--- src/rtl/block_lock_fsm_pkg.sv ---
// Shared definitions for the 66b receive path: lock FSM states and sync header codes.
// The descrambler and decoder import the sync header constants from here as well.
package block_lock_fsm_pkg;

    typedef enum logic [1:0] {
        TEST_SH   = 2'd0,
        SLIP      = 2'd1,
        SLIP_WAIT = 2'd2
    } state_t;

    localparam logic [1:0] SYNC_DATA = 2'b01;
    localparam logic [1:0] SYNC_CTRL = 2'b10;

    // Only the two transition codes mark a block boundary; 00 and 11 are never legal.
    function automatic logic sh_is_valid(input logic [1:0] hdr);
        return (hdr == SYNC_DATA) || (hdr == SYNC_CTRL);
    endfunction

endpackage

--- src/rtl/block_lock_fsm_sh_window_cntr.sv ---
// Sync header test window: counts headers and invalid headers, and flags the
// outcome of the header being counted this cycle before the counters move.
module sh_window_cntr #(
    parameter int SH_CNT_MAX   = 64,
    parameter int SH_INVLD_MAX = 16
) (
    input  logic clk,
    input  logic reset,
    input  logic clear,
    input  logic inc,
    input  logic invld,
    output logic window_end,
    output logic invld_limit,
    output logic window_clean
);

    localparam logic [6:0] CNT_LAST   = 7'(SH_CNT_MAX - 1);
    localparam logic [4:0] INVLD_LAST = 5'(SH_INVLD_MAX - 1);

    logic [6:0] sh_cnt;
    logic [4:0] sh_invld_cnt;

    always_ff @(posedge clk) begin
        if (reset || clear) begin
            sh_cnt       <= '0;
            sh_invld_cnt <= '0;
        end else if (inc) begin
            sh_cnt <= sh_cnt + 7'd1;
            if (invld) begin
                sh_invld_cnt <= sh_invld_cnt + 5'd1;
            end
        end
    end

    // Flags describe the counts as they will be once the current header is included.
    always_comb begin
        window_end   = inc && (sh_cnt == CNT_LAST);
        invld_limit  = inc && invld && (sh_invld_cnt == INVLD_LAST);
        window_clean = (sh_invld_cnt == 5'd0) && !(inc && invld);
    end

endmodule

--- src/rtl/block_lock_fsm.sv ---
// 66b block-lock stage: hunts for sync header alignment by slipping the gearbox,
// then forwards aligned words through one register with valids gated by lock.
module block_lock_fsm
    import block_lock_fsm_pkg::*;
#(
    parameter int DATA_WIDTH   = 32,
    parameter int HDR_WIDTH    = 2,
    parameter int SH_CNT_MAX   = 64,
    parameter int SH_INVLD_MAX = 16,
    parameter int SLIP_WAIT    = 4
) (
    input  logic                  i_clk,
    input  logic                  i_reset,
    input  logic [DATA_WIDTH-1:0] i_rx_data,
    input  logic [HDR_WIDTH-1:0]  i_rx_sync_hdr,
    input  logic                  i_rx_data_valid,
    input  logic                  i_rx_hdr_valid,
    output logic                  o_slip,
    output logic                  o_block_lock,
    output logic [DATA_WIDTH-1:0] o_rx_data,
    output logic [HDR_WIDTH-1:0]  o_rx_sync_hdr,
    output logic                  o_rx_data_valid,
    output logic                  o_rx_hdr_valid
);

    // Handshake: there is no backpressure. A word is present when i_rx_data_valid
    // is high; i_rx_hdr_valid marks the first word of a block and only counts
    // together with i_rx_data_valid. Outputs follow the same rule one cycle later.

    localparam logic [2:0] WAIT_LOAD = 3'(SLIP_WAIT);

    state_t     state, next_state;
    logic       block_lock, next_lock;
    logic [2:0] wait_cnt, next_wait;

    logic qh;
    logic hdr_bad;
    logic cnt_inc;
    logic cnt_clear;
    logic window_end;
    logic invld_limit;
    logic window_clean;

    assign qh      = i_rx_data_valid && i_rx_hdr_valid;
    assign hdr_bad = !sh_is_valid(i_rx_sync_hdr[1:0]);
    assign cnt_inc = (state == TEST_SH) && qh;

    sh_window_cntr #(
        .SH_CNT_MAX   (SH_CNT_MAX),
        .SH_INVLD_MAX (SH_INVLD_MAX)
    ) u_sh_window_cntr (
        .clk          (i_clk),
        .reset        (i_reset),
        .clear        (cnt_clear),
        .inc          (cnt_inc),
        .invld        (hdr_bad),
        .window_end   (window_end),
        .invld_limit  (invld_limit),
        .window_clean (window_clean)
    );

    always_ff @(posedge i_clk) begin
        if (i_reset) begin
            state      <= TEST_SH;
            block_lock <= 1'b0;
            wait_cnt   <= '0;
        end else begin
            state      <= next_state;
            block_lock <= next_lock;
            wait_cnt   <= next_wait;
        end
    end

    always_comb begin
        next_state = state;
        next_lock  = block_lock;
        next_wait  = wait_cnt;
        cnt_clear  = 1'b0;
        unique case (state)
            TEST_SH: begin
                if (qh) begin
                    // The invalid-limit slip outranks a window that ends on the same header.
                    if (hdr_bad && (!block_lock || invld_limit)) begin
                        next_state = SLIP;
                        next_lock  = 1'b0;
                        cnt_clear  = 1'b1;
                    end else if (window_end) begin
                        cnt_clear = 1'b1;
                        if (window_clean) begin
                            next_lock = 1'b1;
                        end
                    end
                end
            end
            SLIP: begin
                next_state = block_lock_fsm_pkg::SLIP_WAIT;
                next_lock  = 1'b0;
                next_wait  = WAIT_LOAD;
                cnt_clear  = 1'b1;
            end
            block_lock_fsm_pkg::SLIP_WAIT: begin
                cnt_clear = 1'b1;
                if (qh) begin
                    next_wait = wait_cnt - 3'd1;
                    if (wait_cnt <= 3'd1) begin
                        next_state = TEST_SH;
                        next_wait  = '0;
                    end
                end
            end
            default: begin
                next_state = TEST_SH;
                next_lock  = 1'b0;
                next_wait  = '0;
                cnt_clear  = 1'b1;
            end
        endcase
    end

    assign o_slip       = (state == SLIP);
    assign o_block_lock = block_lock;

    // Gating uses the lock value from before the edge, so the window-completing
    // block is dropped and the block that loses lock is still forwarded.
    always_ff @(posedge i_clk) begin
        if (i_reset) begin
            o_rx_data       <= '0;
            o_rx_sync_hdr   <= '0;
            o_rx_data_valid <= 1'b0;
            o_rx_hdr_valid  <= 1'b0;
        end else begin
            o_rx_data       <= i_rx_data;
            o_rx_sync_hdr   <= i_rx_sync_hdr;
            o_rx_data_valid <= i_rx_data_valid && block_lock;
            o_rx_hdr_valid  <= i_rx_hdr_valid && i_rx_data_valid && block_lock;
        end
    end

endmodule

--- config.mk ---
export PLATFORM = sky130hd
export DESIGN_NAME = block_lock_fsm
export DESIGN_NICKNAME = d
export VERILOG_FILES = /design/src/rtl/block_lock_fsm_pkg.sv /design/src/rtl/block_lock_fsm_sh_window_cntr.sv /design/src/rtl/block_lock_fsm.sv
export SDC_FILE = /design/constraint.sdc
export NUM_CORES = 1
export LEC_CHECK = 0
export ABC_AREA = 0
export CAP_MARGIN = 30
export CORE_MARGIN = 2
export CORE_UTILIZATION = 45
export CTS_BUF_LIST = sky130_fd_sc_hd__clkbuf_8
export DETAILED_ROUTE_END_ITERATION = 12
export PLACE_DENSITY = 0.82
export SLEW_MARGIN = 25
export SYNTH_ARGS = -nofsm -noshare
export SYNTH_HDL_FRONTEND = slang
export SYNTH_SLANG_ARGS = --single-unit
--- constraint.sdc ---
create_clock -name i_clk -period 2.2 [get_ports i_clk]
set_input_delay 0.22 -clock i_clk [delete_from_list [all_inputs] [get_ports i_clk]]
set_output_delay 0.22 -clock i_clk [all_outputs]
set_load 0.005 [all_outputs]
# Yosys cells after proc, flatten, opt, wreduce, memory -nomap -nowiden
# Index checks and enable logic that the tools add are counted.
dict set report classes {
  n_addsub 3
  reduce_logical 21
  n_mux 17
  magnitude_cmp 1
  eq_ne 12
  bitwise 3
}
# operator count
set op_table {}
lappend op_table {{logical AND 1 bit} 9}
lappend op_table {{case mux 3 bit (3 select lines)} 1}
lappend op_table {{two-way mux 1 bit} 8}
lappend op_table {{two-way mux 2 bit} 4}
lappend op_table {{AND reduction 4 bit} 2}
lappend op_table {{adder 7 x 1 -> 7 bit, second input constant} 1}
lappend op_table {{== test 7 x 6 -> 1 bit, second input constant} 1}
lappend op_table {{two-way mux 3 bit} 2}
lappend op_table {{!= test 2 bit, second input constant} 3}
lappend op_table {{!= test 3 x 1 -> 1 bit, second input constant} 2}
lappend op_table {{case mux 2 bit (3 select lines)} 1}
lappend op_table {{adder 5 x 1 -> 5 bit, second input constant} 1}
lappend op_table {{== test 5 x 4 -> 1 bit, second input constant} 1}
lappend op_table {{zero test 5 bit} 1}
lappend op_table {{== test 2 x 1 -> 1 bit, second input constant} 2}
lappend op_table {{== test 2 bit, second input constant} 2}
lappend op_table {{AND reduction 2 bit} 2}
lappend op_table {{less-or-equal comparator 3 x 1 -> 1 bit, second input constant} 1}
lappend op_table {{zero test 1 bit} 3}
lappend op_table {{logical OR 1 bit} 3}
lappend op_table {{NOT 1 bit} 3}
lappend op_table {{subtractor 3 x 1 -> 3 bit, second input constant} 1}
lappend op_table {{zero test 2 bit} 1}
lappend op_table {{!= test 2 x 1 -> 1 bit, second input constant} 1}
lappend op_table {{case mux 1 bit (2 select lines)} 1}
dict set report word_totals {
  inputBits 38
  regBits 54
  out_inout_bits 38
  wordCells 66
}

# Depth between registers and ports, before layout
dict set report depth {
  word_depth 11
  mapped_depth 8
  ltp_nobuf 7
}

# Hierarchy
# Synthesis repeated with hierarchy kept, for this count alone.
dict set report unflattened {
  hier_cells 190
  area_unflattened_um2 1964.4
}
# module cells_each n_inst area_per_inst_um2 seq_area_each_um2
set by_module_without_submodules {}
lappend by_module_without_submodules {block_lock_fsm 126 1 1396.3 840.8}
lappend by_module_without_submodules {sh_window_cntr 64 1 568.0 240.2}

# Worst setup path after synthesis
# No wires, ideal clock.
dict set report synth_path {
  kind {register to register}
  startpoint {reg u_sh_window_cntr.sh_invld_cnt[0]}
  endpoint {reg u_sh_window_cntr.sh_cnt[5]}
  period_less_slack_ns 1.714
  n_path_buf 1
  path_stages_with_launch 9
  required_time_ns 2.068
  setup_time_ns 0.132
  setup_slack_ns 0.486
  arrival_ns 1.582
  path_cell_list {dfxtp_1 -> ha_1 -> and3_1 -> ha_1 -> nand3_1 -> a22oi_2 -> a2bb2oi_2 -> buf_6 -> nor3_1}
}
dict set report synth_via {
  elab_chain_cells 8
}
# element line_no
set synth_lines {}
lappend synth_lines {{start, declared} block_lock_fsm_sh_window_cntr.sv:21} ;# logic [4:0] sh_invld_cnt;
lappend synth_lines {{start signal, assigned} block_lock_fsm_sh_window_cntr.sv:30} ;# sh_invld_cnt <= sh_invld_cnt + 5'd1;
lappend synth_lines {{== test 5 x 4 -> 1 bit} block_lock_fsm_sh_window_cntr.sv:38} ;# invld_limit = inc && invld && (sh_invld_cnt == INVLD_LAST);
lappend synth_lines {{logical AND 1 bit} block_lock_fsm_sh_window_cntr.sv:38}
lappend synth_lines {{logical OR 1 bit} block_lock_fsm.sv:83} ;# if (hdr_bad && (!block_lock || invld_limit)) begin
lappend synth_lines {{logical AND 1 bit} block_lock_fsm.sv:83}
lappend synth_lines {{two-way mux 1 bit} block_lock_fsm.sv:83}
lappend synth_lines {{two-way mux 1 bit} block_lock_fsm.sv:81} ;# if (qh) begin
lappend synth_lines {{two-way mux 1 bit} block_lock_fsm.sv:79} ;# unique case (state)
lappend synth_lines {{logical OR 1 bit} block_lock_fsm_sh_window_cntr.sv:24} ;# if (reset || clear) begin
lappend synth_lines {{end signal, assigned} block_lock_fsm_sh_window_cntr.sv:28} ;# sh_cnt <= sh_cnt + 7'd1;
lappend synth_lines {{end, declared} block_lock_fsm_sh_window_cntr.sv:20} ;# logic [6:0] sh_cnt;
# Every way passes these cells.
# A chain may end at the register's enable or synchronous reset.

# Worst setup path in the final report
dict set report layout_path {
  startpoint {reg state[1]}
  endpoint {reg block_lock, in the netlist o_block_lock}
}
dict set report layout_via {
  elab_chain_cells 9
  elab_cells_between_ends 18
  cone_classes {4 x eq/ne; 3 x mux; 1 x bitwise; 10 x reduce/logical}
}
# element line_no
set layout_lines {}
lappend layout_lines {{start, declared} block_lock_fsm.sv:32} ;# state_t state, next_state;
lappend layout_lines {{start signal, assigned} block_lock_fsm.sv:68} ;# state <= next_state;
lappend layout_lines {{zero test 2 bit} {block_lock_fsm.sv:46, block_lock_fsm.sv:79}}
lappend layout_lines {{logical AND 1 bit} block_lock_fsm.sv:46} ;# assign cnt_inc = (state == TEST_SH) && qh;
lappend layout_lines {{logical AND 1 bit} {block_lock_fsm_sh_window_cntr.sv:38, block_lock_fsm_sh_window_cntr.sv:39}}
lappend layout_lines {{logical AND 1 bit} block_lock_fsm_sh_window_cntr.sv:38}
lappend layout_lines {{logical OR 1 bit} block_lock_fsm.sv:83}
lappend layout_lines {{logical AND 1 bit} block_lock_fsm.sv:83}
lappend layout_lines {{two-way mux 1 bit} block_lock_fsm.sv:83}
lappend layout_lines {{two-way mux 1 bit} block_lock_fsm.sv:81}
lappend layout_lines {{case mux 1 bit (2 select lines)} block_lock_fsm.sv:79}
lappend layout_lines {{end signal, assigned} block_lock_fsm.sv:69} ;# block_lock <= next_lock;
lappend layout_lines {{end, declared} block_lock_fsm.sv:33} ;# logic block_lock, next_lock;
# Parallel ways exist; a longest one is shown, timed or not. The select of a mux whose other input is x is not followed.

==> summary.txt <==
TIMING
------------------------------------------------------------------------------
Final critical delay including setup and external delays               1.98 ns
Clock Skews                                                         0.00579 ns
Final hold violations                                                        0
Worst-case headroom to the max-slew limit                                61.5%
Fmax achieved                                                          506 MHz
Max-slew violation count                                                     0
Post-route fraction of the period consumed by the critical path          89.9%
Unrepaired setup endpoints after global routing                             no
Total setup violations reported at the end of the flow                       0
Tightest Pin Transition                                               0.571 ns
Setup tns final                                                           0 ns

SYNTH
------------------------------------------------------------------------------
Most frequent cell after synthesis                                sky130_fd_sc_hd__dfxtp_1
Flops & latches, synth                                                      54
Area share of the largest cell type after synthesis                      54.1%
Cell area after synthesis                                         0.00200 mm^2
Syn. warnings                                                                0
Sequential share of the synthesized area                                 54.1%
Per-instance average area after synthesis                            10.3 um^2
Count of different cell masters after synthesis                             38
Top cell types by occurrence after synthesis                      54 x sky130_fd_sc_hd__dfxtp_1, 34 x sky130_fd_sc_hd__nor2b_1, 14 x sky130_fd_sc_hd__nor3_1, 9 x sky130_fd_sc_hd__a21oi_1, 9 x sky130_fd_sc_hd__ha_1
Flip-flop cell with the highest count after synthesis             sky130_fd_sc_hd__dfxtp_1
FFs w/ async S/R, synth                                                     0%
Leading post-synthesis cells by cell area                         sky130_fd_sc_hd__dfxtp_1 54%, sky130_fd_sc_hd__nor2b_1 11%, sky130_fd_sc_hd__ha_1 5.6%
Post-synth EDFFs                                                             0
Syn Nets                                                                   241
Leading area contributor after synthesis                          sky130_fd_sc_hd__dfxtp_1
Synthesized instance count                                                 194

CRITICAL PATH
------------------------------------------------------------------------------
Depth of the worst register-to-register path                                 6
Arrival time at the worst endpoint                                     2.19 ns
Peak fanout along the critical path                                         10
Worst Path Required                                                    2.41 ns
Type of element launching the critical path                          flip-flop
Nature of the critical path endpoint                                 flip-flop
Critical Setup Path Class                                         flip-flop to flip-flop

POWER AND IR DROP
------------------------------------------------------------------------------
Switching share of power                                                 25.2%
Combinational group share of total power                                 18.7%
Part of the total power dissipated in sequential elements                53.7%
Pwr per Cell Area                                                  678 mW/mm^2
Switching component of the power                                        492 uW
Leakage power of the design                                         0.00106 uW
Clock Power Share                                                        27.5%
Internal cell power                                                    1460 uW
Highest ir drop seen on vdd                                             402 uV

CLOCKING
------------------------------------------------------------------------------
Clock slew at reported path FFs                                        0.09 ns
Post_cts resized                                                             0
H-tree depth                                                                 2
Num Clock Sinks                                                             54
Postcts setup bufs                                                           0
Post-CTS Hold Fix Bufs                                                       0
Number of buffers inserted during clock tree synthesis                       5
CTS tree                                                                  done
Worst-skew pair later-pin latency                                      0.30 ns
Master cell of the clock root buffer                              sky130_fd_sc_hd__clkbuf_8
CTS Buffer Depth                                                             2

DIE
------------------------------------------------------------------------------
Standard-cell row count                                                     24
Core area                                                         0.00432 mm^2
Starting density of the core                                             46.2%
Width of the die                                                       70.6 um
I/O pin cnt                                                                 76
Die area                                                          0.00499 mm^2
Vertical die dimension                                                 70.6 um

FLOW RUN
------------------------------------------------------------------------------
Max-capacitance violation count                                              0

FINAL LAYOUT
------------------------------------------------------------------------------
Fraction of final layout cells sized beyond drive strength 1             7.04%
Layout-stage area growth over the synthesis result                       44.2%
Antenna fix cells                                                            0
Design Area, Final                                                0.00288 mm^2
Total Nets Final                                                           316

DETAILED ROUTING
------------------------------------------------------------------------------
Number of design rule violations left after detail routing                   0
Drt first pass iters                                                         4
Number of vias per cell                                                   4.93
Mean routed wirelength per cell                                        12.9 um
Number of vias in the routed layout                                      1,589
Wirelength, routed                                                     4170 um
1st-iter DRT viols                                                          46
Number of nets with antenna violations after detailed routing                0

GRT
------------------------------------------------------------------------------
Final global-route overflow total                                            0
GRT Util Overall                                                         17.2%
First-pass GRT wire length                                             6880 um
Maximum number of pins on one net before global-route repair                32
Initial antenna violation count                                              0
Number of global-route vias before repair                                1,574

STATUS
------------------------------------------------------------------------------
Run status                                                        finished clean

MIN PATH
------------------------------------------------------------------------------
Worst min-delay path category                                     input port to flip-flop
WHS Path Cells                                                               2

PLACE
------------------------------------------------------------------------------
Sum of net half-perimeters after detailed placement                    3100 um
Number of buffers inserted by port buffering                                75
Placer congestion estimate                                               0.812
Cell Area, Placed                                                 0.00279 mm^2

## flip-flops by register name (all words and copies together), names as in the netlist
signal                         count
o_rx_data                         32
o_rx_sync_hdr                      2
u_sh_window_cntr.sh_cnt            7
o_rx_hdr_valid                     1
state                              2
o_rx_data_valid                    1
o_block_lock                       1
wait_cnt                           3
u_sh_window_cntr.sh_invld_cnt      5
## power groups by stage
stage	sequential, uW	clock (uW)	combinational (uW)
detailed placement	1070	0	364
finish	1050	538	365
global route	1060	602	399
global placement	1070	0	358
floorplan	1080	0	181
CTS	1050	561	368
## metrics by stage
| step | std cells | util (%) | power (uW) | hold slack [ns] | setup WS, ns |
|---|---|---|---|---|---|
| 2_1_floorplan | 194 | - | 1260 | 0.342 | 0.486 |
| 3_3_place_gp | 314 | 64.5 | 1430 | 0.458 | 0.263 |
| 3_5_place_dp | 314 | 64.5 | 1440 | 0.478 | 0.237 |
| 4_1_cts | 322 | 66.6 | 1980 | 0.349 | 0.224 |
| 5_1_grt | 322 | 66.6 | 2060 | 0.381 | 0.0905 |
| 6_report | 322 | 66.6 | 1950 | 0.359 | 0.222 |
## kinds of logic after synthesis
kind of cell | after synthesis | share of synthesized area, %
flops | 54 | 54.1
mux | 1 | 0.501
fa+ha+maj | 9 | 5.64
simple gates | 80 | 22.9
buf+inv | 17 | 3.82
compound gates | 23 | 8.58
xor+xnor | 10 | 4.39
## critical path, cell delays in order (launching register included)
cell	delay (ns)
sky130_fd_sc_hd__dfxtp_1	0.33
sky130_fd_sc_hd__inv_1	0.10
sky130_fd_sc_hd__ha_1	0.41
sky130_fd_sc_hd__nand4_1	0.22
sky130_fd_sc_hd__nor4_1	0.42
sky130_fd_sc_hd__o2111ai_1	0.16
sky130_fd_sc_hd__a221oi_1	0.25
## cells in the final DEF (no fill, tap or decap), types with 2 or more instances in the layout
cell type                          n
sky130_fd_sc_hd__inv_1             8
sky130_fd_sc_hd__and2_1            2
sky130_fd_sc_hd__xor2_1            4
sky130_fd_sc_hd__ha_1              9
sky130_fd_sc_hd__clkbuf_8          5
sky130_fd_sc_hd__nand4_1           3
sky130_fd_sc_hd__a21oi_1           9
sky130_fd_sc_hd__nor2_1            6
sky130_fd_sc_hd__dfxtp_1          54
sky130_fd_sc_hd__clkdlybuf4s50_1  74
sky130_fd_sc_hd__nand2_1           7
sky130_fd_sc_hd__nand3_1           5
sky130_fd_sc_hd__nor2b_1          34
sky130_fd_sc_hd__xnor2_1           6
sky130_fd_sc_hd__nor3_1           14
sky130_fd_sc_hd__o21ai_0           3
sky130_fd_sc_hd__and3_1            2
## final timing paths
kind,from,to,slack (ns)
worst max-delay path,state[1],o_block_lock,0.22
worst min-delay path,i_reset,o_rx_data[5],0.36
worst max register to register,state[1],o_block_lock,0.22
worst min register to register,wait_cnt[1],wait_cnt[1],0.49
## routing by layer
| metal | track usage [%] | share of wire (%) | routed length [um] |
|---|---|---|---|
| met1 | 20.1 | 41 | 1720 |
| met2 | 29.0 | 50 | 2080 |
| met3 | 6.98 | 7.9 | 330 |
| met4 | 5.03 | 0.91 | 38 |
| met5 | 0 | 0 | 0 |
## cell type report
type                    count  area [um^2]
clock buffers               5         68.8
clock inverters             3         21.3
fillers                   345         1450
inverters                   8         30.0
multi-input cells         123          840
flip-flops and latches     54         1080
well taps                  52         65.1
repair buffers             77          773
No activity file was read; power rests on OpenSTA's default activity.
==> RTL edit 1 (config.mk and constraints unchanged) <==
Remove the register `o_rx_data`: a continuous assignment takes its place, so the output `o_rx_data` follows one clock earlier.
--- a/src/rtl/block_lock_fsm.sv
+++ b/src/rtl/block_lock_fsm.sv
@@ -124,17 +124,17 @@
     // block is dropped and the block that loses lock is still forwarded.
     always_ff @(posedge i_clk) begin
         if (i_reset) begin
-            o_rx_data       <= '0;
             o_rx_sync_hdr   <= '0;
             o_rx_data_valid <= 1'b0;
             o_rx_hdr_valid  <= 1'b0;
         end else begin
-            o_rx_data       <= i_rx_data;
             o_rx_sync_hdr   <= i_rx_sync_hdr;
             o_rx_data_valid <= i_rx_data_valid && block_lock;
             o_rx_hdr_valid  <= i_rx_hdr_valid && i_rx_data_valid && block_lock;
         end
     end
 
+    assign o_rx_data = i_rx_data;
+
 endmodule
 
Behaviour: not the same (a bounded check fails within 4 cycles, from zero or initial values and one cycle with i_reset high).
==> RTL edit 1 against the original RTL <==
Area after synthesis down 31%. Core utilization down 21 points. Global-route usage fell by 3.6 points. Synthesized cell count is 18% lower. Die area down 29%. Setup slack gained 0.034 ns. Sequential cell count down 32. Power decreased by 47%. Wire length is 45% lower. Final area shrank 53%. Largest cell class is now multi-input combinational cells.
==> RTL edit 1: results (changes against the original RTL) <==
run status finished clean; met3 routed WL 141 µm (-57%); global-route usage over all layers 0.135 (-0.0363); syn_area_per_cell 8.66 µm² (-16%); count of input and output buffers 11 (-85%); fraction of layout instances using a drive strength above 1 0.106 (+0.0353); number of filler cells placed in the layout 291 (-16%); Slowest Stage Delay on Critical Path 0.35 ns (-0.07 ns); static leakage power 0.499 nW (-53%); total via count in the routed design 961 (-40%); TritonCTS Buffers 3 (-2); global routing met2 resource utilization 0.245 (-0.0455); worst-margin pin slew 0.370 ns (-0.201 ns); synth cell count leaders sky130_fd_sc_hd__buf_4, sky130_fd_sc_hd__dfxtp_1, sky130_fd_sc_hd__nand2_1; CP delay by family, top compound AO/OA/AOI/OAI gates; HPWL after detailed placement 1790 µm (-42%); detail-routed via count per cell 5.49 (+11%); XOR/XNOR share of the synthesized area 0.0572 (+0.0134); Worst Path Max Fanout 11 (+1); largest cells by area after synthesis sky130_fd_sc_hd__dfxtp_1, sky130_fd_sc_hd__buf_4, sky130_fd_sc_hd__ha_1; final standard cell utilization of the core 0.455 (-0.210); Hold Path Class primary input to output port; Detailed Route Iter0 Violations 56 (+22%); clock insertion delay at the later pin of the skew report 0.25 ns (-0.05 ns); number of global-route vias before repair 936 (-41%); number of library cell types mapped by synthesis 38 (unchanged); placed inst area 0.00128 mm² (-54%); worst clock skew on the final layout 0.00382 ns (-0.00197 ns); wire length of the first global-routing pass 3740 µm (-46%); global-route track usage on met3 0.0349 (-0.0349); number of resized instances in the post-cts repair step 0 (unchanged); count of nets after finishing 190 (-40%); final weighted congestion in routability-driven placement 0.836 (+3.0%); Worst IR Drop VDD 0.250 mV (-38%); flip-flop count of the largest register after layout 7 (-78%); portion of the post-synthesis area used by sequential elements 0.320 (-0.222); H-tree depth 1 (-1); net count after synthesis 206 (-15%); met2 routed wirelength 1150 µm (-45%); post-synthesis mux area share 0.00727 (+0.00225); pin count of the biggest net entering global routing 14 (-56%); Worst Setup Slack post-DPL 0.139 ns (-0.0983 ns); met1 demand-to-capacity share in global routing 0.156 (-0.0456); DR WL/cell 13.1 µm (+1.5%); worst path arrival time 2.12 ns (-0.07 ns); r2r worst-path depth 8 (+2); depth of the worst hold-timing path 0 (-2); Regs by FF count u_sh_window_cntr.sh_cnt x7, u_sh_window_cntr.sh_invld_cnt x5, wait_cnt x3; Placed Instances 171 (-46%); CP max stage cell sky130_fd_sc_hd__dfxtp_1; adder and majority gate portion of the synthesized area 0.0817 (+0.0254); compound-cell area share of the yosys netlist 0.120 (+0.0341)
==> RTL edit 1: cell types whose count changed in the layout (fill, tap and decap cells not counted), moves of 2 or more <==
cell                              unedited run  this run
sky130_fd_sc_hd__nor2b_1                    34         2
sky130_fd_sc_hd__and3_2                      1         4
sky130_fd_sc_hd__nor3_1                     14         2
sky130_fd_sc_hd__dfxtp_1                    54        22
sky130_fd_sc_hd__nor2_1                      6        12
sky130_fd_sc_hd__buf_4                       1         3
sky130_fd_sc_hd__clkdlybuf4s50_1            74        11
sky130_fd_sc_hd__nand2_1                     7        13
sky130_fd_sc_hd__clkbuf_8                    5         3
==> RTL edit 1: final cells by class <==
cell class | instances | share of cell area
Multi-Input combinational cell | 93 | 0.470
Sequential cell | 22 | 0.325
Timing Repair Buffer | 14 | 0.0978
Clock buffer | 3 | 0.0304
Tap cell | 33 | 0.0304
Inverter | 9 | 0.0249
Clock inverter | 1 | 0.0221
==> RTL edit 1: power by group <==
group | switching (mW) | total [mW] | internal [mW]
logic | 0.127 | 0.230 | 0.103
clock network | 0.126 | 0.368 | 0.243
registers | 0.0169 | 0.436 | 0.419
==> RTL edit 1: final timing paths <==
path,to,slack (ns),startpoint
max reg2reg,u_sh_window_cntr.sh_invld_cnt[4]$_SDFFE_PP0N_,0.26,u_sh_window_cntr.sh_invld_cnt[0]$_SDFFE_PP0N_
min,o_rx_data[14],0.44,i_rx_data[14]
max,u_sh_window_cntr.sh_invld_cnt[4]$_SDFFE_PP0N_,0.26,u_sh_window_cntr.sh_invld_cnt[0]$_SDFFE_PP0N_
min reg2reg,wait_cnt[1]$_SDFFE_PP0P_,0.47,wait_cnt[1]$_SDFFE_PP0P_
==> RTL edit 2 (same flow settings) <==
Without the edit above. `HDR_WIDTH`: 2 -> 3.
--- a/src/rtl/block_lock_fsm.sv
+++ b/src/rtl/block_lock_fsm.sv
@@ -4,7 +4,7 @@
     import block_lock_fsm_pkg::*;
 #(
     parameter int DATA_WIDTH   = 32,
-    parameter int HDR_WIDTH    = 2,
+    parameter int HDR_WIDTH    = 3,
     parameter int SH_CNT_MAX   = 64,
     parameter int SH_INVLD_MAX = 16,
     parameter int SLIP_WAIT    = 4
Ports: changed (resized i_rx_sync_hdr and o_rx_sync_hdr); port bits go from 76 to 78. The function was not compared with the original's and may differ.
==> RTL edit 2 against the original RTL <==
Area after synthesis is 1.3% higher. Die area is 1.2% higher. Final area is 1.3% higher. Global-route usage is 0.65 points lower. Power is 2.1% higher. Wire length is 5.4% lower. Critical path depth is 2 higher. Clock skew is 0.0021 ns lower. Sequential cell count is 1 higher. Setup slack better by 0.040 ns. Core utilization is 0.43 points higher. Clock power is 4.5% higher.
==> RTL edit 2: results (changes against the original RTL) <==
run status finished clean; synth cell count leaders sky130_fd_sc_hd__dfxtp_1, sky130_fd_sc_hd__nor2b_1, sky130_fd_sc_hd__nor3_1; number of library cell types mapped by synthesis 38 (unchanged); compound-cell area share of the yosys netlist 0.0847 (-0.00111); Slowest Stage Delay on Critical Path 0.35 ns (-0.07 ns); wire length of the first global-routing pass 6570 µm (-4.5%); placed inst area 0.00282 mm² (+1.2%); Clk Tree Root Cell sky130_fd_sc_hd__clkbuf_8; Worst IR Drop VDD 0.405 mV (+0.64%); Placed Instances 318 (+1.3%); DR WL/cell 12.1 µm (-6.6%); Worst R2R Setup Slack 0.26 ns (+0.04 ns); maximum root-to-sink buffer count 2 (unchanged); post-synthesis mux area share 0.00495 (-0.0000651); portion of the post-synthesis area used by sequential elements 0.544 (+0.00286); largest cells by area after synthesis sky130_fd_sc_hd__dfxtp_1, sky130_fd_sc_hd__nor2b_1, sky130_fd_sc_hd__ha_1; Worst R2R End u_sh_window_cntr.sh_invld_cnt[4]$_SDFFE_PP0N_; final instance count without filler cells 326 (+1.2%); cell count after synthesis 196 (+1.0%); fraction of layout instances using a drive strength above 1 0.0657 (-0.00468); count of flip-flops with a built-in enable after synthesis 0 (unchanged); CP max stage cell sky130_fd_sc_hd__dfxtp_1; clock insertion delay at the later pin of the skew report 0.30 ns (about the same); HPWL after detailed placement 2970 µm (-4.4%); r2r worst-path depth 8 (+2); reg2reg start u_sh_window_cntr.sh_invld_cnt[0]$_SDFFE_PP0N_; number of global-route vias before repair 1573 (-0.064%); Worst Path Max Fanout 12 (+2); final weighted congestion in routability-driven placement 0.773 (-4.8%); net count after synthesis 244 (+1.2%); pin count of the biggest net entering global routing 37 (+16%); CP delay by family, top compound AO/OA/AOI/OAI gates; static leakage power 1.08 nW (+2.1%); global-route usage over all layers 0.165 (-0.00649); Hold Path Class primary input to flip-flop; worst-margin pin slew 0.640 ns (+0.0689 ns); achievable clock frequency 516 MHz (+2.1%); worst clock skew on the final layout 0.00371 ns (-0.00208 ns); clock-pin slew reported for the worst setup and hold paths after clock tree synthesis 0.09 ns (about the same); XOR/XNOR share of the synthesized area 0.0433 (-0.000570); Detailed Route Iter0 Violations 97 (+110%); Worst Setup Slack post-DPL 0.195 ns (-0.0415 ns); adder and majority gate portion of the synthesized area 0.0557 (-0.000732); initial antenna violation count 0 (unchanged); Regs by FF count o_rx_data x32, u_sh_window_cntr.sh_cnt x7, u_sh_window_cntr.sh_invld_cnt x5; worst path arrival time 2.15 ns (-0.04 ns); TritonCTS Buffers 5 (unchanged); detail-routed via count per cell 4.88 (-1.1%); count of input and output buffers 77 (+2.7%); first element of the critical path u_sh_window_cntr.sh_invld_cnt[0]$_SDFFE_PP0N_
RTL edit 2: changes by cell type after synthesis:
| cell | change |
|---|---|
| sky130_fd_sc_hd__dfxtp_1 | +1 |
| sky130_fd_sc_hd__nor2b_1 | +1 |
RTL edit 2: layout make-up:
type | count | area (µm²)
flip-flops and latches | 55 | 1100
repair buffers | 79 | 781
clock buffers | 6 | 82.6
inverters | 8 | 30.0
clock inverters | 2 | 12.5
multi-input cells | 124 | 846
well taps | 52 | 65.1
fillers | 344 | 1440
RTL edit 2: worst reg2reg max path, delay by kind of cell, from the launching register on:
kind / cells / cell delay (ns)
compound gates: 3 / 0.64
fa+ha+maj: 2 / 0.40
buf+inv: 1 / 0.19
flops: 1 / 0.35
simple gates: 2 / 0.28
RTL edit 2: worst min-delay path by stage:
stage / end / slack, ns
after global placement: wait_cnt[1]$_SDFFE_PP0P_ / 0.46
after detailed placement: wait_cnt[1]$_SDFFE_PP0P_ / 0.46
after global routing: o_rx_data[5]$_SDFF_PP0_ / 0.45
after floorplan: o_rx_hdr_valid$_SDFF_PP0_ / 0.34
after CTS: o_rx_sync_hdr[0]$_SDFF_PP0_ / 0.43
final: o_rx_data[25]$_SDFF_PP0_ / 0.43
RTL edit 2: routing by layer:
| metal | vias up | wire, µm | global-route usage |
|---|---|---|---|
| li1 | 811 | - | - |
| met4 | 0 | 55 | 0.0566 |
| met5 | - | 0 | 0 |
| met1 | 717 | 1600 | 0.177 |
| met2 | 58 | 1870 | 0.282 |
| met3 | 5 | 417 | 0.0826 |
RTL edit 2: report_power, final:
group	switching (mW)	leakage (nW)	internal, mW	total, mW
clock	0.308	0.0526	0.254	0.562
sequential	0.0225	0.453	1.05	1.07
combinational	0.152	0.578	0.210	0.362
